==> src/rtl/dmem_access_controller.sv <==
// MEM-stage data-memory access controller: runs the load/store handshake with main memory,
// lane-aligns store data, extends load data and stalls the pipeline until the access completes.
module dmem_access_controller (
  input  logic        CLK,
  input  logic        RESET,
  input  logic        IN_MEM_READ,
  input  logic        IN_MEM_WRITE,
  input  logic [2:0]  IN_FUNC3,
  input  logic [31:0] IN_ADDRESS,
  input  logic [31:0] IN_WRITE_DATA,
  output logic [31:0] OUT_DMEM_OUT,
  output logic        BUSYWAIT,
  output logic        MAIN_MEM_READ,
  output logic        MAIN_MEM_WRITE,
  output logic [29:0] MAIN_MEM_ADDRESS,
  output logic [31:0] MAIN_MEM_WRITEDATA,
  output logic [3:0]  MAIN_MEM_BYTE_EN,
  input  logic [31:0] MAIN_MEM_READDATA,
  input  logic        MAIN_MEM_BUSYWAIT
);

  typedef enum logic [1:0] {
    StIdle,
    StAccess,
    StDone
  } state_e;

  localparam logic [2:0] F3Byte  = 3'b000;
  localparam logic [2:0] F3Half  = 3'b001;
  localparam logic [2:0] F3ByteU = 3'b100;
  localparam logic [2:0] F3HalfU = 3'b101;

  state_e      state_q;
  logic        mem_req;
  logic [3:0]  store_be;
  logic [31:0] store_data;
  logic [7:0]  load_byte;
  logic [15:0] load_half;
  logic [31:0] load_ext;

  assign mem_req          = IN_MEM_READ | IN_MEM_WRITE;
  assign MAIN_MEM_ADDRESS = IN_ADDRESS[31:2];

  // Store lane steering; unknown func3 codes behave as a full word.
  always_comb begin
    store_be   = 4'b1111;
    store_data = IN_WRITE_DATA;
    case (IN_FUNC3)
      F3Byte: begin
        store_be   = 4'b0001 << IN_ADDRESS[1:0];
        store_data = {4{IN_WRITE_DATA[7:0]}};
      end
      F3Half: begin
        store_be   = IN_ADDRESS[1] ? 4'b1100 : 4'b0011;
        store_data = {2{IN_WRITE_DATA[15:0]}};
      end
      default: begin
        store_be   = 4'b1111;
        store_data = IN_WRITE_DATA;
      end
    endcase
  end

  assign MAIN_MEM_WRITEDATA = store_data;

  // Load lane selection and extension; misaligned low address bits are ignored.
  always_comb begin
    load_byte = 8'h00;
    unique case (IN_ADDRESS[1:0])
      2'b00: load_byte = MAIN_MEM_READDATA[7:0];
      2'b01: load_byte = MAIN_MEM_READDATA[15:8];
      2'b10: load_byte = MAIN_MEM_READDATA[23:16];
      2'b11: load_byte = MAIN_MEM_READDATA[31:24];
      default: load_byte = 8'h00;
    endcase
    load_half = IN_ADDRESS[1] ? MAIN_MEM_READDATA[31:16] : MAIN_MEM_READDATA[15:0];
    load_ext  = MAIN_MEM_READDATA;
    case (IN_FUNC3)
      F3Byte:  load_ext = {{24{load_byte[7]}}, load_byte};
      F3Half:  load_ext = {{16{load_half[15]}}, load_half};
      F3ByteU: load_ext = {24'h000000, load_byte};
      F3HalfU: load_ext = {16'h0000, load_half};
      default: load_ext = MAIN_MEM_READDATA;
    endcase
  end

  // Stall covers the request cycle in idle and every access cycle.
  always_comb begin
    BUSYWAIT = 1'b0;
    if (!RESET) begin
      BUSYWAIT = (state_q == StAccess) || ((state_q == StIdle) && mem_req);
    end
  end

  always_ff @(posedge CLK) begin
    if (RESET) begin
      state_q          <= StIdle;
      OUT_DMEM_OUT     <= 32'h0000_0000;
      MAIN_MEM_READ    <= 1'b0;
      MAIN_MEM_WRITE   <= 1'b0;
      MAIN_MEM_BYTE_EN <= 4'b0000;
    end else begin
      unique case (state_q)
        StIdle: begin
          if (mem_req) begin
            state_q          <= StAccess;
            // Write takes priority when both requests are raised.
            MAIN_MEM_WRITE   <= IN_MEM_WRITE;
            MAIN_MEM_READ    <= IN_MEM_READ & ~IN_MEM_WRITE;
            MAIN_MEM_BYTE_EN <= IN_MEM_WRITE ? store_be : 4'b0000;
          end
        end
        StAccess: begin
          if (!MAIN_MEM_BUSYWAIT) begin
            state_q          <= StDone;
            MAIN_MEM_READ    <= 1'b0;
            MAIN_MEM_WRITE   <= 1'b0;
            MAIN_MEM_BYTE_EN <= 4'b0000;
            if (MAIN_MEM_READ) begin
              OUT_DMEM_OUT <= load_ext;
            end
          end
        end
        StDone: begin
          state_q <= StIdle;
        end
        default: begin
          state_q          <= StIdle;
          MAIN_MEM_READ    <= 1'b0;
          MAIN_MEM_WRITE   <= 1'b0;
          MAIN_MEM_BYTE_EN <= 4'b0000;
        end
      endcase
    end
  end

endmodule
==> config.mk <==
export PLATFORM = sky130hd
export DESIGN_NAME = dmem_access_controller
export DESIGN_NICKNAME = d
export VERILOG_FILES = /design/src/rtl/dmem_access_controller.sv
export SDC_FILE = /design/constraint.sdc
export NUM_CORES = 1
export LEC_CHECK = 0
export ABC_AREA = 1
export CAP_MARGIN = 20
export CORE_MARGIN = 2
export CORE_UTILIZATION = 35
export DETAILED_ROUTE_END_ITERATION = 10
export GPL_TIMING_DRIVEN = 1
export PLACE_DENSITY = 0.82
export SLEW_MARGIN = 25
export SYNTH_ARGS = -nofsm -noshare
export SYNTH_HDL_FRONTEND = slang
export SYNTH_SLANG_ARGS = --single-unit
==> constraint.sdc <==
create_clock -name CLK -period 1.8 [get_ports CLK]
set_clock_uncertainty 0.05 [all_clocks]
set_input_delay 0.36 -clock CLK [delete_from_list [all_inputs] [get_ports CLK]]
set_output_delay 0.36 -clock CLK [all_outputs]
set_load 0.01 [all_outputs]
==> summary.md, run 1 <==
| Metric | Value |
|---|---|
| Status | finished, final reports clean |
| Synth area leader | dfxtp_1 |
| Max Slew Vio Count | 0 |
| Wire per inst | 13.1 um |
| Vias per cell | 4.62 |
| Cell chosen for the clock root | clkbuf_8 |
| Num rows | 32 |
| N_diodes | 0 |
| Buffers added on ports | 144 |
| Post-synth top area share | 0.285 |
| Fmax | roughly 570 MHz |
| CP Capture Type | output pin |
| Later-pin clock latency in the skew report | 280 ps |
| Overall via count from detail_route | 3159 |
| Total GRT Usage | 0.203 |
| Total gr overflow | 0 |
| Max clock buf depth | 2 |
| CTS H-tree depth | 2 |
| DRT Wirelength | roughly 8.9 mm |
| Fin worst setup slack | 39.7 ps |
| Final Non-Filler Cells | 684 |
| Largest net degree at the start of global routing | 36 |
| Period Utilization, post-route | 0.978 |
| IO Count | around 210 |
| Residual DRC | 0 |
| Vias in the first global route | 3143 |
| Post-route minimum period | between 1500 and 2000 ps |
| Die X | 93.5 um |
| R2R Path End | OUT_DMEM_OUT[5] |
| Detail Route met2 WL | 4.31 mm |
| Synth warn | 0 |
| Area contributors post-synth | dfxtp_1, nand2_1, buf_4 |
| Starting Density | 0.361 |
| Max VDD drop | 0.000302 V |
| Critical Path End | BUSYWAIT |
| Critical path buffer and inverter count | 2 |
| Initial antenna violation count | 0 |
| Worst setup path start | IN_MEM_WRITE |
| Slowest stage delay, CP | between 400 and 500 ps |
| Placed cell count | 676 |
| Crit path max fanout | 2 |
| Leak | 2.07 nW |
| PwrDens | 510 nW/um^2 |
| Top Metal Used | met4 |
| Remaining antenna violation count | 0 |
| CP max-delay cell | clkdlybuf4s50_1 |
| Setup CP Type | input pin to output pin |
| Reg2reg setup slack | 420 ps |
| Sequential element share of the synthesized area | 0.285 |
| Commonest non-fill, non-tap cell in the layout | nand2_1 |
| Clk slew on worst S/H paths | 80 ps |
| Register bit total from synthesis | 40 |
| Num CTS Buffers | 5 |
| Setup-failing EPs final | 0 |
| HP Class | register to register |
| Distinct cell type count after synthesis | 24 |
| Critical-path cell list | clkdlybuf4s50_1 > o21ai_1 > a21oi_1 > dlygate4sd2_1 |
| DP Wirelength | 7.07 mm |
| CP top delay family | buffers and inverters |
| RSZ-0062 raised after global routing | false |
| Core area | 7770 um^2 |
| Hold Violations, Final | 0 |
| Mean Syn Cell Area | 6.17 um^2 |
| Post-Place Worst Slack | -724 ps |
| Worst Reg-to-Reg Cells | 6 |
| Crit path depth | 4 |
| CTS tree | done |
| CP Data Arrival Time | 1350 ps |
| Syn_nets | roughly 560 |
| DRT iter0 DRCs | 144 |
| Met1 wire length | 3.85 mm |
| Total Nets Final | 686 |
| Most frequent cells in the layout | nand2_1, clkdlybuf4s50_1, dfxtp_1 |
| RePlAce Congestion | 0.908 |
| Sink Count | 40 |
| Worst rel slew slack | 0.738 |
| Die ar. | 8750 um^2 |
| Met3 wire len | ~660 um |
| CP Data Required Time | roughly 1400 ps |
| Max Cap Violations | 0 |
| Slew @ Worst Pin | roughly 400 ps |
| First-pass GRT wire length | between 10 and 15 mm |
| Synthesized cell area | 2810 um^2 |
| Die Span Y | 93.5 um |
| Area Growth Syn to Fin | 52.0% |
| Drt first pass iters | 4 |
| Share of cells above drive strength 1 | 0.134 |
| Syn Inst Count | 455 |
| Worst R2R Start | MAIN_MEM_READ |
| CP startpoint kind | input pin |
timing repair:
| item | CTS | global route |
|---|---|---|
| pin swaps | 1 | 2 |
| resized for setup | 66 | 17 |
| setup buffers | 1 | 0 |
| hold buffers | 0 | 0 |
| setup endpoints to repair | 33 | 32 |
registers in the layout, indices dropped and copies added (netlist names):
signal	flops
MAIN_MEM_BYTE_EN	4
MAIN_MEM_READ	1
MAIN_MEM_WRITE	1
OUT_DMEM_OUT	32
state_q	2
worst register-to-register path, stage by stage, from the launching register on:
cell,delay (ps)
dfxtp_1,360
inv_1,80
nor3_4,210
buf_12,220
buf_12,160
o21ai_0,70
a21oi_1,160
where the power goes:
group	switching, mW	leakage (nW)	internal (mW)
Sequential	0.0155	0.324	0.910
Combinational	0.330	1.70	0.361
Clock	0.296	0.0410	0.264
Total	0.641	2.07	1.53
stage by stage:
stage | utilization | setup TNS, ps | power (mW) | cell area (um^2) | hold WS (ps)
final | 0.549 | 0 | 2.18 | 4270 | 423
after global routing | 0.549 | 0 | 2.30 | 4270 | 449
after CTS | 0.556 | 0 | 2.21 | 4320 | 423
after detailed placement | 0.548 | -24340 | 1.68 | 4250 | 411
after global placement | 0.548 | -22460 | 1.67 | 4250 | 409
after floorplan | - | 0 | 1.32 | 2810 | 388
worst min path at each step:
stage                   startpoint                  end  slack, ps  cells past startpoint
2_1_floorplan    MAIN_MEM_BUSYWAIT           state_q[1]        390                      1
3_3_place_gp   MAIN_MEM_BYTE_EN[2]  MAIN_MEM_BYTE_EN[2]        410                      2
3_5_place_dp   MAIN_MEM_BYTE_EN[1]  MAIN_MEM_BYTE_EN[1]        410                      2
4_1_cts        MAIN_MEM_BYTE_EN[0]  MAIN_MEM_BYTE_EN[0]        420                      2
5_1_grt        MAIN_MEM_BYTE_EN[3]  MAIN_MEM_BYTE_EN[3]        450                      2
6_report       MAIN_MEM_BYTE_EN[1]  MAIN_MEM_BYTE_EN[1]        420                      2
per-layer routing:
layer,vias to the layer above,global-route usage
li1,1646,-
met1,1366,0.259
met2,127,0.348
met3,20,0.0411
met4,0,0.0556
met5,-,0
cell usage after synthesis:
cell type	count
a21oi_1	36
buf_2	5
buf_4	40
buf_6	6
clkbuf_1	7
dfxtp_1	40
inv_1	39
inv_2	3
nand2_1	155
nand2_2	3
nand2_4	2
nand3_1	11
nand3_2	1
nand3_4	1
nor2_1	35
nor2_2	1
nor2_8	1
nor3_1	1
nor3_4	1
nor4_1	1
o211ai_1	7
o21ai_0	33
o21ai_1	18
or2_2	8
cell type report:
| cell class | instances | area [um^2] |
|---|---|---|
| inverters | 42 | 165 |
| clock buffers | 6 | 72.6 |
| well taps | 102 | 128 |
| clock inverters | 1 | 5.00 |
| multi-input cells | 315 | 1430 |
| repair buffers | 178 | 1660 |
| flip-flops and latches | 40 | 801 |
| fillers | 776 | 3500 |
cell families (layout without fill, tap and decap cells):
| logic type | Yosys count | after routing | share of synthesized area |
|---|---|---|---|
| flip-flops | 40 | 40 | 0.285 |
| AND/OR/NAND/NOR | 221 | 221 | 0.335 |
| buffers and inverters | 100 | 227 | 0.206 |
| AO/OA/AOI/OAI | 94 | 94 | 0.174 |
Note: power is estimated with default switching activity, not from simulation.
==> inputs of run 2 (changes only) <==
Settings changed: CTS_CLUSTER_SIZE set to 24.
==> results of run 2 <==
Same layout as run 1: the final DEF is identical, and so are final timing and power.
==> inputs of run 3 (changes only) <==
Settings changed: CORE_UTILIZATION 35 to 32, PLACE_DENSITY 0.82 to 0.79.
Clock period 1.8 ns to 1.5 ns, I/O delays scaled along.
==> summary.md, run 3 (synthesis gave the netlist of run 1 again) <==
| Metric | Value |
|---|---|
| DRT iter0 DRCs | 217 (+51%) |
| CTS H-tree depth | 2 (unchanged) |
| Max reg flops | 32 (unchanged) |
| Area Growth Syn to Fin | 69.8% |
| Critical path buffer and inverter count | 4 (+2) |
| Clock power frac | 0.275 (+0.018) |
| CP startpoint kind | register |
| DP Wirelength | 7.71 mm (+9.0%) |
| CP top delay family | buffers and inverters |
| Largest Register | OUT_DMEM_OUT |
| Share of cells above drive strength 1 | 0.258 (+0.124) |
| Fmax | 635 MHz |
| Die X | 97.7 um (+4.4%) |
| Starting Density | 0.327 (-0.0347) |
| Num rows | 34 (+6.3%) |
| Total GRT Usage | 0.210 (+0.00697) |
| Largest net degree at the start of global routing | 26 (-28%) |
| Slew @ Worst Pin | 240 ps (-152 ps) |
| CP Data Required Time | 1150 ps (-240 ps) |
| Worst hold slack | 431 ps (+8.41 ps) |
| Failing checks | setup timing |
| Remaining antenna violation count | 0 (unchanged) |
| Core area | 8590 um^2 (+11%) |
| Num CTS Buffers | 5 (unchanged) |
| IO Count | 205 (unchanged) |
| Residual DRC | 0 (unchanged) |
| CP max-delay cell | dfxtp_2 |
| Later-pin clock latency in the skew report | 290 ps (about the same) |
| CTS tree | done |
| Switch share | 0.298 (+0.00301) |
| Hold Violations, Final | 0 (unchanged) |
| Fin worst setup slack | -74.3 ps (-114 ps) |
| Fin util | 0.554 (+0.00516) |
| CP Capture Type | output pin |
| HP Class | register to register |
| RePlAce Congestion | 0.902 (-0.72%) |
| Placed cell areas | 4310 um^2 (+1.2%) |
| Initial antenna violation count | 0 (unchanged) |
| Hold Buf Count CTS | 0 (unchanged) |
| Vias per cell | 4.94 (+6.9%) |
| Worst rel slew slack | 0.839 (+0.101) |
| DRT Wirelength | 10.7 mm (+20%) |
| Placed cell count | 688 (+1.8%) |
| CP Data Arrival Time | 1220 ps (-130 ps) |
| Register Area | 803 um^2 (+0.31%) |
| Post-Place Worst Slack | -948 ps (-225 ps) |
| Sink Count | 40 (unchanged) |
| Max VDD drop | 0.000350 V (+16%) |
| Setup CP Type | register to output pin |
| Vias in the first global route | 3367 (+7.1%) |
| Setup TNS | -803 ps (-803 ps) |
| Most frequent cells in the layout | nand2_1, clkdlybuf4s50_1, dlygate4sd2_1 |
| Setup-failing EPs final | 22 (+22) |
| Max Slew Vio Count | 0 (unchanged) |
| Status | finished, violations left |
| Buffers added on ports | 144 (unchanged) |
| Total gr overflow | 0 (unchanged) |
| Clk slew on worst S/H paths | 70 ps (about the same) |
| N_diodes | 0 (unchanged) |
| Comb power frac | 0.331 (+0.013) |
| RSZ-0062 raised after global routing | true |
| Die Span Y | 97.7 um (+4.4%) |
| Switching power | 840 uW (+31%) |
| Slowest stage delay, CP | 330 ps (-110 ps) |
| Leak | 2.50 nW (+21%) |
| Critical-path cell list | buf_6 > inv_2 > nand2_2 > buf_4 > a21oi_2 > buf_2 |
| Drt first pass iters | 5 (+1) |
| Multi-input gate area | 1560 um^2 (+8.6%) |
| Cell chosen for the clock root | clkbuf_8 |
| Wire per inst | 14.9 um (+14%) |
| Tot Pwr | 2.82 mW (+30%) |
| Top Registers | OUT_DMEM_OUT x32, MAIN_MEM_BYTE_EN x4, state_q x2 |
| Max Cap Violations | 0 (unchanged) |
| Crit path max fanout | 2 (unchanged) |
| Post-route minimum period | 1570 ps |
| Finished Cell Area | 4760 um^2 (+12%) |
| Sequential Power Share | 0.394 (-0.031) |
| Cell internal pwr | 1.98 mW (+29%) |
| Period Utilization, post-route | 1.05 |
| Fillers | 830 (+7.0%) |
| PwrDens | 592 nW/um^2 (+16%) |
| First-pass GRT wire length | 16.2 mm (+12%) |
| Max clock buf depth | 2 (unchanged) |
| Total Nets Final | 716 (+4.4%) |
| Overall via count from detail_route | 3554 (+13%) |
| Final Non-Filler Cells | 720 (+5.3%) |
| Die ar. | 9540 um^2 (+9.0%) |
| Commonest non-fill, non-tap cell in the layout | nand2_1 |
## run 3: worst paths after layout
check | start | endpoint | slack, ps | cells after the start
max | state_q[1] | BUSYWAIT | -70 | 6
min | MAIN_MEM_BYTE_EN[1] | MAIN_MEM_BYTE_EN[1] | 430 | 2
max reg2reg | state_q[1] | OUT_DMEM_OUT[23] | -70 | 12
min reg2reg | MAIN_MEM_BYTE_EN[1] | MAIN_MEM_BYTE_EN[1] | 430 | 2
## run 3: layout make-up
| class | count | share of cell area |
|---|---|---|
| timing repair buffer | 207 | 0.419 |
| multi-input combinational | 315 | 0.327 |
| sequential | 40 | 0.169 |
| inverter | 42 | 0.0360 |
| tap | 108 | 0.0284 |
| clock buffer | 7 | 0.0202 |
| timing repair inverter | 1 | 0.00158 |
## run 3: power by group through the flow
stage	logic, mW	clock network (mW)	registers (mW)
2_1_floorplan	0.439	0	1.15
3_3_place_gp	0.897	0	1.13
3_5_place_dp	0.911	0	1.13
4_1_cts	0.911	0.786	1.11
5_1_grt	1.01	0.833	1.11
6_report	0.933	0.777	1.11
## run 3: timing repair
item,4_1_cts,5_1_grt
gates cloned,5,2
gates resized for setup,218,45
endpoints found under the setup margin,104,54
setup buffers,17,4
pin swaps,16,7
## run 3: metal layers
layer | vias to the layer above | track usage | part of all wire
met1 | 1602 | 0.229 | 0.37
li1 | 1720 | - | -
met5 | - | 0 | 0
met2 | 180 | 0.382 | 0.51
met4 | 0 | 0.108 | 0.046
met3 | 52 | 0.0417 | 0.075
## run 3: worst register-to-register path, cell delays in order (launching register included)
cell and delay, ps:
dfxtp_2 330, buf_6 110, inv_2 40, nand2_2 50
buf_6 110, nor3_4 130, buf_6 150, buf_8 140
clkbuf_16 170, nor2_4 30, nor2_1 70, o21ai_1 70
inv_1 60
